[src/rtl/axi4s_pkt_fifo.sv]
// AXI4-Stream FIFO with full sideband, first-word-fall-through output register
// and an optional store-and-forward packet mode.
// Storage is a circular RAM. The output register is loaded from the RAM head
// with a registered read. occupancy counts every beat held, including the one
// currently presented on m_*.
module axi4s_pkt_fifo #(
  parameter int TDATA_WIDTH = 8,
  parameter int TKEEP_WIDTH = TDATA_WIDTH/8,
  parameter int TSTRB_WIDTH = TDATA_WIDTH/8,
  parameter int TUSER_WIDTH = 1,
  parameter int TDEST_WIDTH = 1,
  parameter int TID_WIDTH   = 1,
  parameter int DEPTH       = 16,
  parameter int PACKET_MODE = 0,
  localparam int CW         = $clog2(DEPTH)+1
) (
  input  logic                   aclk,
  input  logic                   aresetn,
  input  logic                   s_tvalid,
  output logic                   s_tready,
  input  logic [TDATA_WIDTH-1:0] s_tdata,
  input  logic [TKEEP_WIDTH-1:0] s_tkeep,
  input  logic [TSTRB_WIDTH-1:0] s_tstrb,
  input  logic [TUSER_WIDTH-1:0] s_tuser,
  input  logic [TDEST_WIDTH-1:0] s_tdest,
  input  logic [TID_WIDTH-1:0]   s_tid,
  input  logic                   s_tlast,
  output logic                   m_tvalid,
  input  logic                   m_tready,
  output logic [TDATA_WIDTH-1:0] m_tdata,
  output logic [TKEEP_WIDTH-1:0] m_tkeep,
  output logic [TSTRB_WIDTH-1:0] m_tstrb,
  output logic [TUSER_WIDTH-1:0] m_tuser,
  output logic [TDEST_WIDTH-1:0] m_tdest,
  output logic [TID_WIDTH-1:0]   m_tid,
  output logic                   m_tlast,
  output logic [CW-1:0]          occupancy,
  output logic [CW-1:0]          pkt_count
);

  localparam int AW = $clog2(DEPTH);
  localparam int W  = TDATA_WIDTH + TKEEP_WIDTH + TSTRB_WIDTH + TUSER_WIDTH
                      + TDEST_WIDTH + TID_WIDTH + 1;
  localparam logic [CW-1:0] FULL_LVL = CW'(DEPTH);
  localparam logic [CW-1:0] ONE      = CW'(1);

  typedef enum logic [1:0] {
    ST_IDLE  = 2'd0,
    ST_PKT   = 2'd1,
    ST_FORCE = 2'd2
  } state_t;

  state_t state_reg;

  logic [W-1:0]  mem [DEPTH];
  logic [W-1:0]  s_word;
  logic [W-1:0]  out_word_reg;
  logic [CW-1:0] wr_ptr_reg;
  logic [CW-1:0] rd_ptr_reg;
  logic [CW-1:0] occupancy_next;
  logic [CW-1:0] pkt_count_next;
  logic [CW-1:0] ram_pkts;
  logic          wr_en;
  logic          rd_en;
  logic          ram_avail;
  logic          next_first;
  logic          gate_open;
  logic          load;

  assign s_word = {s_tlast, s_tid, s_tdest, s_tuser, s_tstrb, s_tkeep, s_tdata};
  assign {m_tlast, m_tid, m_tdest, m_tuser, m_tstrb, m_tkeep, m_tdata} = out_word_reg;

  assign wr_en = s_tvalid & s_tready;
  assign rd_en = m_tvalid & m_tready;

  // Pointers carry one extra bit so a completely full RAM differs from empty.
  assign ram_avail = (wr_ptr_reg != rd_ptr_reg);

  // The RAM head starts a new packet when the presented beat ends one, or,
  // with nothing presented, when no packet is in flight.
  assign next_first = m_tvalid ? m_tlast : (state_reg == ST_IDLE);

  // Complete packets still in the RAM, excluding a tlast beat already presented.
  assign ram_pkts = pkt_count - {{(CW-1){1'b0}}, m_tvalid & m_tlast};

  // Packet mode holds back the first beat of a packet until its tlast is stored.
  // FORCE makes next_first false, so an oversize packet drains as cut-through.
  assign gate_open = (PACKET_MODE == 0) || !next_first || (ram_pkts != '0);

  // Load the output register whenever it is free or being emptied this cycle.
  assign load = ram_avail && (!m_tvalid || m_tready) && gate_open;

  // Next values of both counters, covering simultaneous increment and decrement.
  always_comb begin
    occupancy_next = occupancy;
    pkt_count_next = pkt_count;
    if (wr_en && !rd_en) begin
      occupancy_next = occupancy + ONE;
    end else if (!wr_en && rd_en) begin
      occupancy_next = occupancy - ONE;
    end
    if ((wr_en && s_tlast) && !(rd_en && m_tlast)) begin
      pkt_count_next = pkt_count + ONE;
    end else if (!(wr_en && s_tlast) && (rd_en && m_tlast)) begin
      pkt_count_next = pkt_count - ONE;
    end
  end

  // Payload storage: no reset, so it can map onto block RAM.
  always_ff @(posedge aclk) begin
    if (wr_en) begin
      mem[wr_ptr_reg[AW-1:0]] <= s_word;
    end
  end

  // Write and read pointers, wrapping modulo DEPTH through the low AW bits.
  always_ff @(posedge aclk or negedge aresetn) begin
    if (!aresetn) begin
      wr_ptr_reg <= '0;
      rd_ptr_reg <= '0;
    end else begin
      if (wr_en) begin
        wr_ptr_reg <= wr_ptr_reg + ONE;
      end
      if (load) begin
        rd_ptr_reg <= rd_ptr_reg + ONE;
      end
    end
  end

  // First-word-fall-through output register (registered RAM read).
  always_ff @(posedge aclk or negedge aresetn) begin
    if (!aresetn) begin
      out_word_reg <= '0;
      m_tvalid     <= 1'b0;
    end else if (load) begin
      out_word_reg <= mem[rd_ptr_reg[AW-1:0]];
      m_tvalid     <= 1'b1;
    end else if (rd_en) begin
      m_tvalid     <= 1'b0;
    end
  end

  // Occupancy, packet count and registered s_tready.
  always_ff @(posedge aclk or negedge aresetn) begin
    if (!aresetn) begin
      occupancy <= '0;
      pkt_count <= '0;
      s_tready  <= 1'b0;
    end else begin
      occupancy <= occupancy_next;
      pkt_count <= pkt_count_next;
      s_tready  <= (occupancy_next < FULL_LVL);
    end
  end

  // Packet-mode state: IDLE waits for a first beat, PKT forwards the rest of
  // a packet, and FORCE drains a packet larger than the FIFO.
  always_ff @(posedge aclk or negedge aresetn) begin
    if (!aresetn) begin
      state_reg <= ST_IDLE;
    end else begin
      case (state_reg)
        ST_IDLE: begin
          if (rd_en && !m_tlast) begin
            state_reg <= ST_PKT;
          end else if ((PACKET_MODE != 0) && (occupancy == FULL_LVL) && (pkt_count == '0)) begin
            state_reg <= ST_FORCE;
          end
        end
        ST_PKT, ST_FORCE: begin
          if (rd_en && m_tlast) begin
            state_reg <= ST_IDLE;
          end
        end
        default: state_reg <= ST_IDLE;
      endcase
    end
  end

endmodule
[config.mk]
export PLATFORM = sky130hd
export DESIGN_NAME = axi4s_pkt_fifo
export DESIGN_NICKNAME = d
export VERILOG_FILES = /design/src/rtl/axi4s_pkt_fifo.sv
export SDC_FILE = /design/constraint.sdc
export NUM_CORES = 1
export LEC_CHECK = 0
export BUFFER_PORTS_ARGS = -buffer_cell sky130_fd_sc_hd__buf_2
export CAP_MARGIN = 25
export CORE_UTILIZATION = 49
export DETAILED_ROUTE_END_ITERATION = 12
export PLACE_DENSITY = 0.66
export SYNTH_ARGS = -nofsm -noshare
export SYNTH_HDL_FRONTEND = slang
export SYNTH_SLANG_ARGS = --single-unit
[constraint.sdc]
create_clock -name aclk -period 3.5 [get_ports aclk]
set_input_delay 0.525 -clock aclk [delete_from_list [all_inputs] [get_ports aclk]]
set_output_delay 0.525 -clock aclk [all_outputs]
set_load 0.03 [all_outputs]
==> out/metrics.cfg, run 1 <==
[logic_synthesis]
ys_top_cells_by_count=edfxtp_1, dfrtp_1, a21oi_1
synth_seq_cells=260
syn-cell-area_sq_mm=0.01049
syn_nets=605
synth_compound_area_frac=0.04677
ys_seq_area_frac=0.7273
synthMuxAreaShare=0.1240
yosys.area_share.adder=0.01742
syn_avg_cell_area_sq_um=18.30
yosysTopAreaCell=edfxtp_1
synth.most_common_cell=edfxtp_1
ys_async_sr_fraction=0.1385
synthSimpleGateAreaFrac=0.04927
synth_top_family_by_area=multiplexers
synth_cell_type_count=37
synthTopCellsByArea=edfxtp_1, dfrtp_1, mux4_2, mux4_1, nor2b_1
synth_xor_area_frac=0.01587
syn_inst=573
synth_edf_count=224
synth_ff_type=edfxtp_1
synth_top_area_share=0.6414
yosys_warnings=0

[timing]
post-route-worst-setup-slack_ps=1046
fin_setup_tns_ps=0
hold_viol=0
finalCriticalPeriod_ps=2454
post-route-period-util=0.7011
fin_skew_ps=9.991
report.final.slew_viol_count=0
fmax_ghz=0.4075
whs_ps=146.6
rsz0062_at_grt=false
final-setup-viol-count=0
slew_headroom=0.3271
worst_pin_slew_ps=1009

[critical_path]
cp_top_family=flip-flops
endpoint_kind=flip-flop
cpMaxStageDelayCell=dfrtp_4
cp_common_cell=a21oi_1
crit_arrival_ps=2900
critPathKind=flip-flop to flip-flop
cp_cell_sequence=buf_4 > mux4_2 > nor2b_1 > a2111oi_0 > a21oi_1 > a21oi_1
crit_buf_inv=1
cp-start-kind=flip-flop
worst_path_largest_cell_delay_ps=860
required_ps=3950
crit_path_max_fanout=50

[clocking]
cts_repair_resize_count=0
clock-sinks=260
cts_buffers=27
post_cts_buffers=0
ctsHoldBuffers=0
clk_pin_slew_worst_paths_ps=60
clk_latency_ps=530
cts_root_buffer=clkbuf_16
cts_buffer_depth=3
cts_tree=done
h-tree-depth=1

[global_routing]
grt_pass1_wl_mm=33.55
grt_pass1_vias=5530
grt_start_max_net_pins=51
antenna_found_initial=0
grtUsageTotal=0.2097
overflow=0

[drt]
wl_met1_mm=9.441
drt-pass1-iter-count=4
wl_mm=21.87
post_drt_wl_per_cell_um=23.47
vias_per_cell=5.718
wl_met3_mm=1.475
post-route-drc-count=0
final_antenna_net_count=0
wl_met2_mm=10.42
top_layer_used=met4
drt-initial-drc-count=439
via_count=5329

[die]
placementRows=53
die_w_um=148.3
fp.dieH_um=148.3
ioPinCount=44
die_area_sq_mm=0.02199
start_util=0.4989
core_sq_mm=0.02102

[power_and_ir_drop]
power-per-cell-area_mw_per_mm2=829.2
ir_drop_uv=503.0
p_switching_mw=3.171
p_sw_frac=0.3201
power_frac_seq=0.426
p_comb_frac=0.295
clockPowerShare=0.279
p_leak_nw=4.117
p_int_mw=6.734

[final_layout]
num-nets-final=669
fin_util=0.5682
nFillCells=1593
seqCellArea_sq_mm=0.007632
largest_reg_flops=224
diodes=0
layout-drive-gt1-share=0.2390
multi_input_area_sq_mm=0.002665
instances_no_fill=932
syn_to_final_growth_pct=13.90

[outcome]
status=finished clean

[placement]
dp.cells=883
numPortBuffers=43
place_hpwl_mm=13.01
place.gp.congestion=0.7961
pre_cts_ws_ps=971.2

[hold_path]
worstHoldPathType=input port to async pin

[job]
drv_cap=0

## final cells by class
| class | instances | area share |
|---|---|---|
| multi-input combinational | 274 | 0.2231 |
| clock inverter | 10 | 0.008694 |
| sequential | 260 | 0.6389 |
| clock buffer | 39 | 0.06368 |
| timing repair buffer | 65 | 0.03394 |
| inverter | 9 | 0.002828 |
| tap | 275 | 0.02880 |
## per-layer routing
metal  global-route usage  vias up
li1                     -     2407
met1               0.2942     2706
met2               0.3413      177
met3              0.03650       39
met4              0.05619        0
met5                    0        -
## kinds of logic (layout without fill, tap and decap cells)
family	count (synthesis)	count (layout)
xor gates and xnor gates	19	19
muxes	72	72
adders and majority gates	14	14
DFF	260	260
buffers and inverters	39	123
and+or+nand+nor	94	94
AOI/OAI and AO/OA	75	75
## worst paths after layout
path | from | to | slack (ps) | cells past startpoint
max | rd_ptr_reg[2] | out_word_reg[6] | 1050 | 6
min | aresetn | pkt_count[3] | 150 | 1
max reg2reg | rd_ptr_reg[2] | out_word_reg[6] | 1050 | 6
min reg2reg | pkt_count[4] | pkt_count[4] | 490 | 1
max in group asynchronous | aresetn | rd_ptr_reg[2] | 2680 | 1
min in group aclk | s_tid | mem[7][12] | 370 | 1
## through the flow
step	total power, mW	instance area [sq um]
floorplan	6.343	10490
global placement	7.125	11080
detailed placement	7.240	11080
CTS	9.999	11950
global route	10.40	11950
finish	9.904	11950
## placed cells by master (no fill, tap or decap), types with 3 or more instances in the layout
cell         n
a2111oi_0   14
a211oi_1    15
a21o_1       3
a21oi_1     34
and2_1      13
and3_1       6
buf_2       43
buf_4       20
clkbuf_1     8
clkbuf_16   27
clkbuf_8     4
clkinv_2     4
dfrtp_1     34
edfxtp_1   224
ha_1        13
inv_1        9
mux2_2      16
mux2i_1     14
mux4_1       9
mux4_2      33
nand2_1      9
nand3_1      3
nand4_1      3
nor2_1      18
nor2b_1     31
nor3_1       4
o21ai_0      6
xnor2_1     12
xor2_1       7
## power groups by stage
stage	combinational, mW	clock (mW)	sequential [mW]
after global placement	2.87	0	4.25
after detailed placement	2.95	0	4.29
after global routing	3.18	2.93	4.28
after floorplan	2.07	0	4.28
after CTS	2.96	2.81	4.23
final	2.93	2.76	4.22
Power figures use the tool's default switching activity.
==> inputs of run 2 (changes only) <==
--- a/config.mk
+++ b/config.mk
@@ -5,6 +5,7 @@
 export SDC_FILE = /design/constraint.sdc
 export NUM_CORES = 1
 export LEC_CHECK = 0
+export ABC_AREA = 1
 export BUFFER_PORTS_ARGS = -buffer_cell sky130_fd_sc_hd__buf_2
 export CAP_MARGIN = 25
 export CORE_UTILIZATION = 49
==> constraint.sdc (replaced) <==
create_clock -name aclk -period 2.43 [get_ports aclk]
set_input_delay 0.3645 -clock aclk [delete_from_list [all_inputs] [get_ports aclk]]
set_output_delay 0.3645 -clock aclk [all_outputs]
set_load 0.03 [all_outputs]
==> run 2 against run 1 <==
Synthesized cell count rose by 110%. Core utilization increased by 0.21 points. Power is 58% higher. Non-clock buffer count is 17 higher. Sequential share of layout area fell by 6.7 points. Combinational power grew 87%. Clock skew decreased by 1.6 ps. Area after synthesis is 11% higher. Clock power grew 60%. Critical path type unchanged.
==> out/metrics.cfg, run 2 <==
[die]
die_area_sq_mm=0.02448  ; +11%
fp.dieH_um=156.5  ; +5.5%
core_sq_mm=0.02340  ; +11%
placementRows=56  ; +5.7%
die_w_um=156.5  ; +5.5%
ioPinCount=44  ; unchanged
start_util=0.4995  ; +0.0006200

[logic_synthesis]
yosys_warnings=0  ; unchanged
syn_avg_cell_area_sq_um=9.815  ; -46%
synth_cell_type_count=25  ; -32%
syn_inst=1191  ; +110%
yosysTopAreaCell=edfxtp_1
ys_top_cells_by_count=nand2_1, inv_1, edfxtp_1
synth_ff_type=edfxtp_1
synth_top_area_share=0.5754  ; -0.06597
ys_seq_area_frac=0.6525  ; -0.07481
ys_async_sr_fraction=0.1385  ; unchanged
synth_seq_cells=260  ; unchanged
synthTopCellsByArea=edfxtp_1, nand2_1, dfrtp_1, inv_1, nand3_1
syn_nets=1223  ; +100%
synth.most_common_cell=nand2_1
synth_edf_count=224  ; unchanged
syn-cell-area_sq_mm=0.01169  ; +11%

[timing]
slew_headroom=0.4640  ; +0.1369
fmax_ghz=0.5094  ; +25%
post-route-period-util=0.8079  ; +0.1068
report.final.slew_viol_count=0  ; unchanged
fin_skew_ps=8.360  ; -1.630 ps
fin_setup_tns_ps=0  ; unchanged
rsz0062_at_grt=false
final-setup-viol-count=0  ; unchanged
worst_pin_slew_ps=804.0  ; -205.3 ps
finalCriticalPeriod_ps=1963  ; -490.7 ps
hold_viol=0  ; unchanged

[hold_path]
whs_path_depth=1
worstHoldPathType=input port to flip-flop

[placement]
place_hpwl_mm=16.08  ; +24%
place.gp.congestion=0.8711  ; +9.4%
numPortBuffers=43  ; unchanged

[drt]
post-route-drc-count=0  ; unchanged
vias_per_cell=4.956  ; -13%
post_drt_wl_per_cell_um=16.66  ; -29%
drt-pass1-iter-count=5  ; +1
via_count=7915  ; +49%
final_antenna_net_count=0  ; unchanged
wl_mm=26.61  ; +22%
drt-initial-drc-count=703  ; +60%

[critical_path]
r2r_setup_slack_ps=470  ; -580 ps
crit_arrival_ps=2440  ; -460 ps
endpoint_kind=flip-flop
crit_path_start=s_tready
crit_path_max_fanout=4  ; -92%
r2r_end=pkt_count[4]
cp-start-kind=flip-flop
critPathKind=flip-flop to flip-flop
required_ps=2900  ; -1050 ps
ff2ff_path_depth=11  ; +5
crit_path_end=pkt_count[4]
r2r-start=s_tready

[final_layout]
syn_to_final_growth_pct=14.18
layout-drive-gt1-share=0.1041  ; -0.1349
num-nets-final=1288  ; +93%
final_common_cell=nand2_1
nFillCells=2019  ; +27%
largest_reg_flops=224  ; unchanged
diodes=0  ; unchanged
final_cell_mix=nand2_1, inv_1, edfxtp_1

[clocking]
clk_pin_slew_worst_paths_ps=60  ; about the same
cts_tree=done
cts_root_buffer=clkbuf_16
h-tree-depth=1  ; unchanged
clk_latency_ps=540  ; about the same
clock-sinks=260  ; unchanged
cts_buffer_depth=3  ; unchanged
cts_buffers=28  ; +3.7%
post_cts_buffers=0  ; unchanged

[global_routing]
grt_start_max_net_pins=54  ; +5.9%
antenna_found_initial=1  ; +1
grt_pass1_wl_mm=41.01  ; +22%
grtUsageTotal=0.2244  ; +0.01470
overflow=0  ; unchanged
grt_pass1_vias=7539  ; +36%

[power_and_ir_drop]
p_leak_nw=6.131  ; +49%
ir_drop_uv=696.1  ; +38%
power-per-cell-area_mw_per_mm2=1175  ; +42%
finalPower_mw=15.69  ; +58%

[outcome]
status=finished clean

[job]
drv_cap=0  ; unchanged

run 2: cell types whose count changed after synthesis, moves of 11 or more:
cell,before,now
inv_1,9,231
nand2_1,9,420
nor2b_1,31,0
nand3_1,3,148
a211oi_1,15,0
mux2_2,16,0
mux2i_1,14,0
a2111oi_0,14,0
buf_2,7,23
mux4_2,33,0
clkbuf_1,14,3
and2_1,13,0
a21oi_1,34,5
run 2: what timing repair did:
action                                 CTS  global route
endpoints found under the hold margin   36             0
resized for setup                        0             0
hold buffers                             1             0
run 2: cells by family after synthesis:
logic type | after synthesis | share of synthesized area
compound gates | 25 | 0.01252
xor+xnor | 14 | 0.01049
fa+ha+maj | 14 | 0.01563
buf+inv | 282 | 0.1010
flops | 260 | 0.6525
simple gates | 596 | 0.2079
run 2: how the worst min path moves through the flow:
stage / from / endpoint / slack (ps)
after floorplan: aresetn / m_tvalid / 70
after global placement: out_word_reg[6] / out_word_reg[6] / 460
after detailed placement: out_word_reg[8] / out_word_reg[8] / 470
after CTS: s_tdata[3] / mem[10][3] / 200
after global routing: s_tdata[3] / mem[9][3] / 220
final: s_tdata[3] / mem[9][3] / 210
run 2: final cells by class:
class / instances / area [sq um] / share of cell area
clock buffer: 32 / 737.0 / 0.05521
clock inverter: 20 / 235.2 / 0.01762
inverter: 235 / 883.3 / 0.06618
multi-input combinational: 649 / 2884 / 0.2161
sequential: 260 / 7632 / 0.5718
tap: 319 / 399.1 / 0.02990
timing repair buffer: 82 / 576.8 / 0.04321
run 2: critical path, stage by stage (launching register included):
cell     delay (ps)
dfrtp_1         330
nand2_1         140
nor2_1          150
ha_1            200
inv_1           100
fa_1            400
a21oi_1         150
nor2_1           60
nor2_1          100
xor2_1          150
nand2_1          60
nand2_1          50
run 2: power by group:
| part | internal [mW] | switching (mW) |
|---|---|---|
| Combinational | 1.71 | 3.78 |
| Sequential | 5.44 | 0.338 |
| Clock | 2.71 | 1.72 |
| Total | 9.85 | 5.83 |
run 2: per-layer routing:
layer / up-vias / GRT usage / wire length, um
li1: 3876 / - / -
met1: 3758 / 0.2988 / 11550
met2: 230 / 0.3735 / 12590
met3: 51 / 0.03572 / 1575
met4: 0 / 0.07843 / 894
met5: - / 0 / 0
run 2: through the flow:
stage               setup slack [ps]  instance area (sq um)  hold slack [ps]  utilization  instances
floorplan                      426.3                  11690            68.91            -       1191
global placement               341.0                  12350            463.5       0.5279       1543
detailed placement             333.3                  12370            470.6       0.5284       1544
CTS                            460.9                  13350            198.6       0.5704       1597
global route                   267.6                  13350            217.0       0.5704       1597
finish                         466.8                  13350            210.7       0.5704       1597
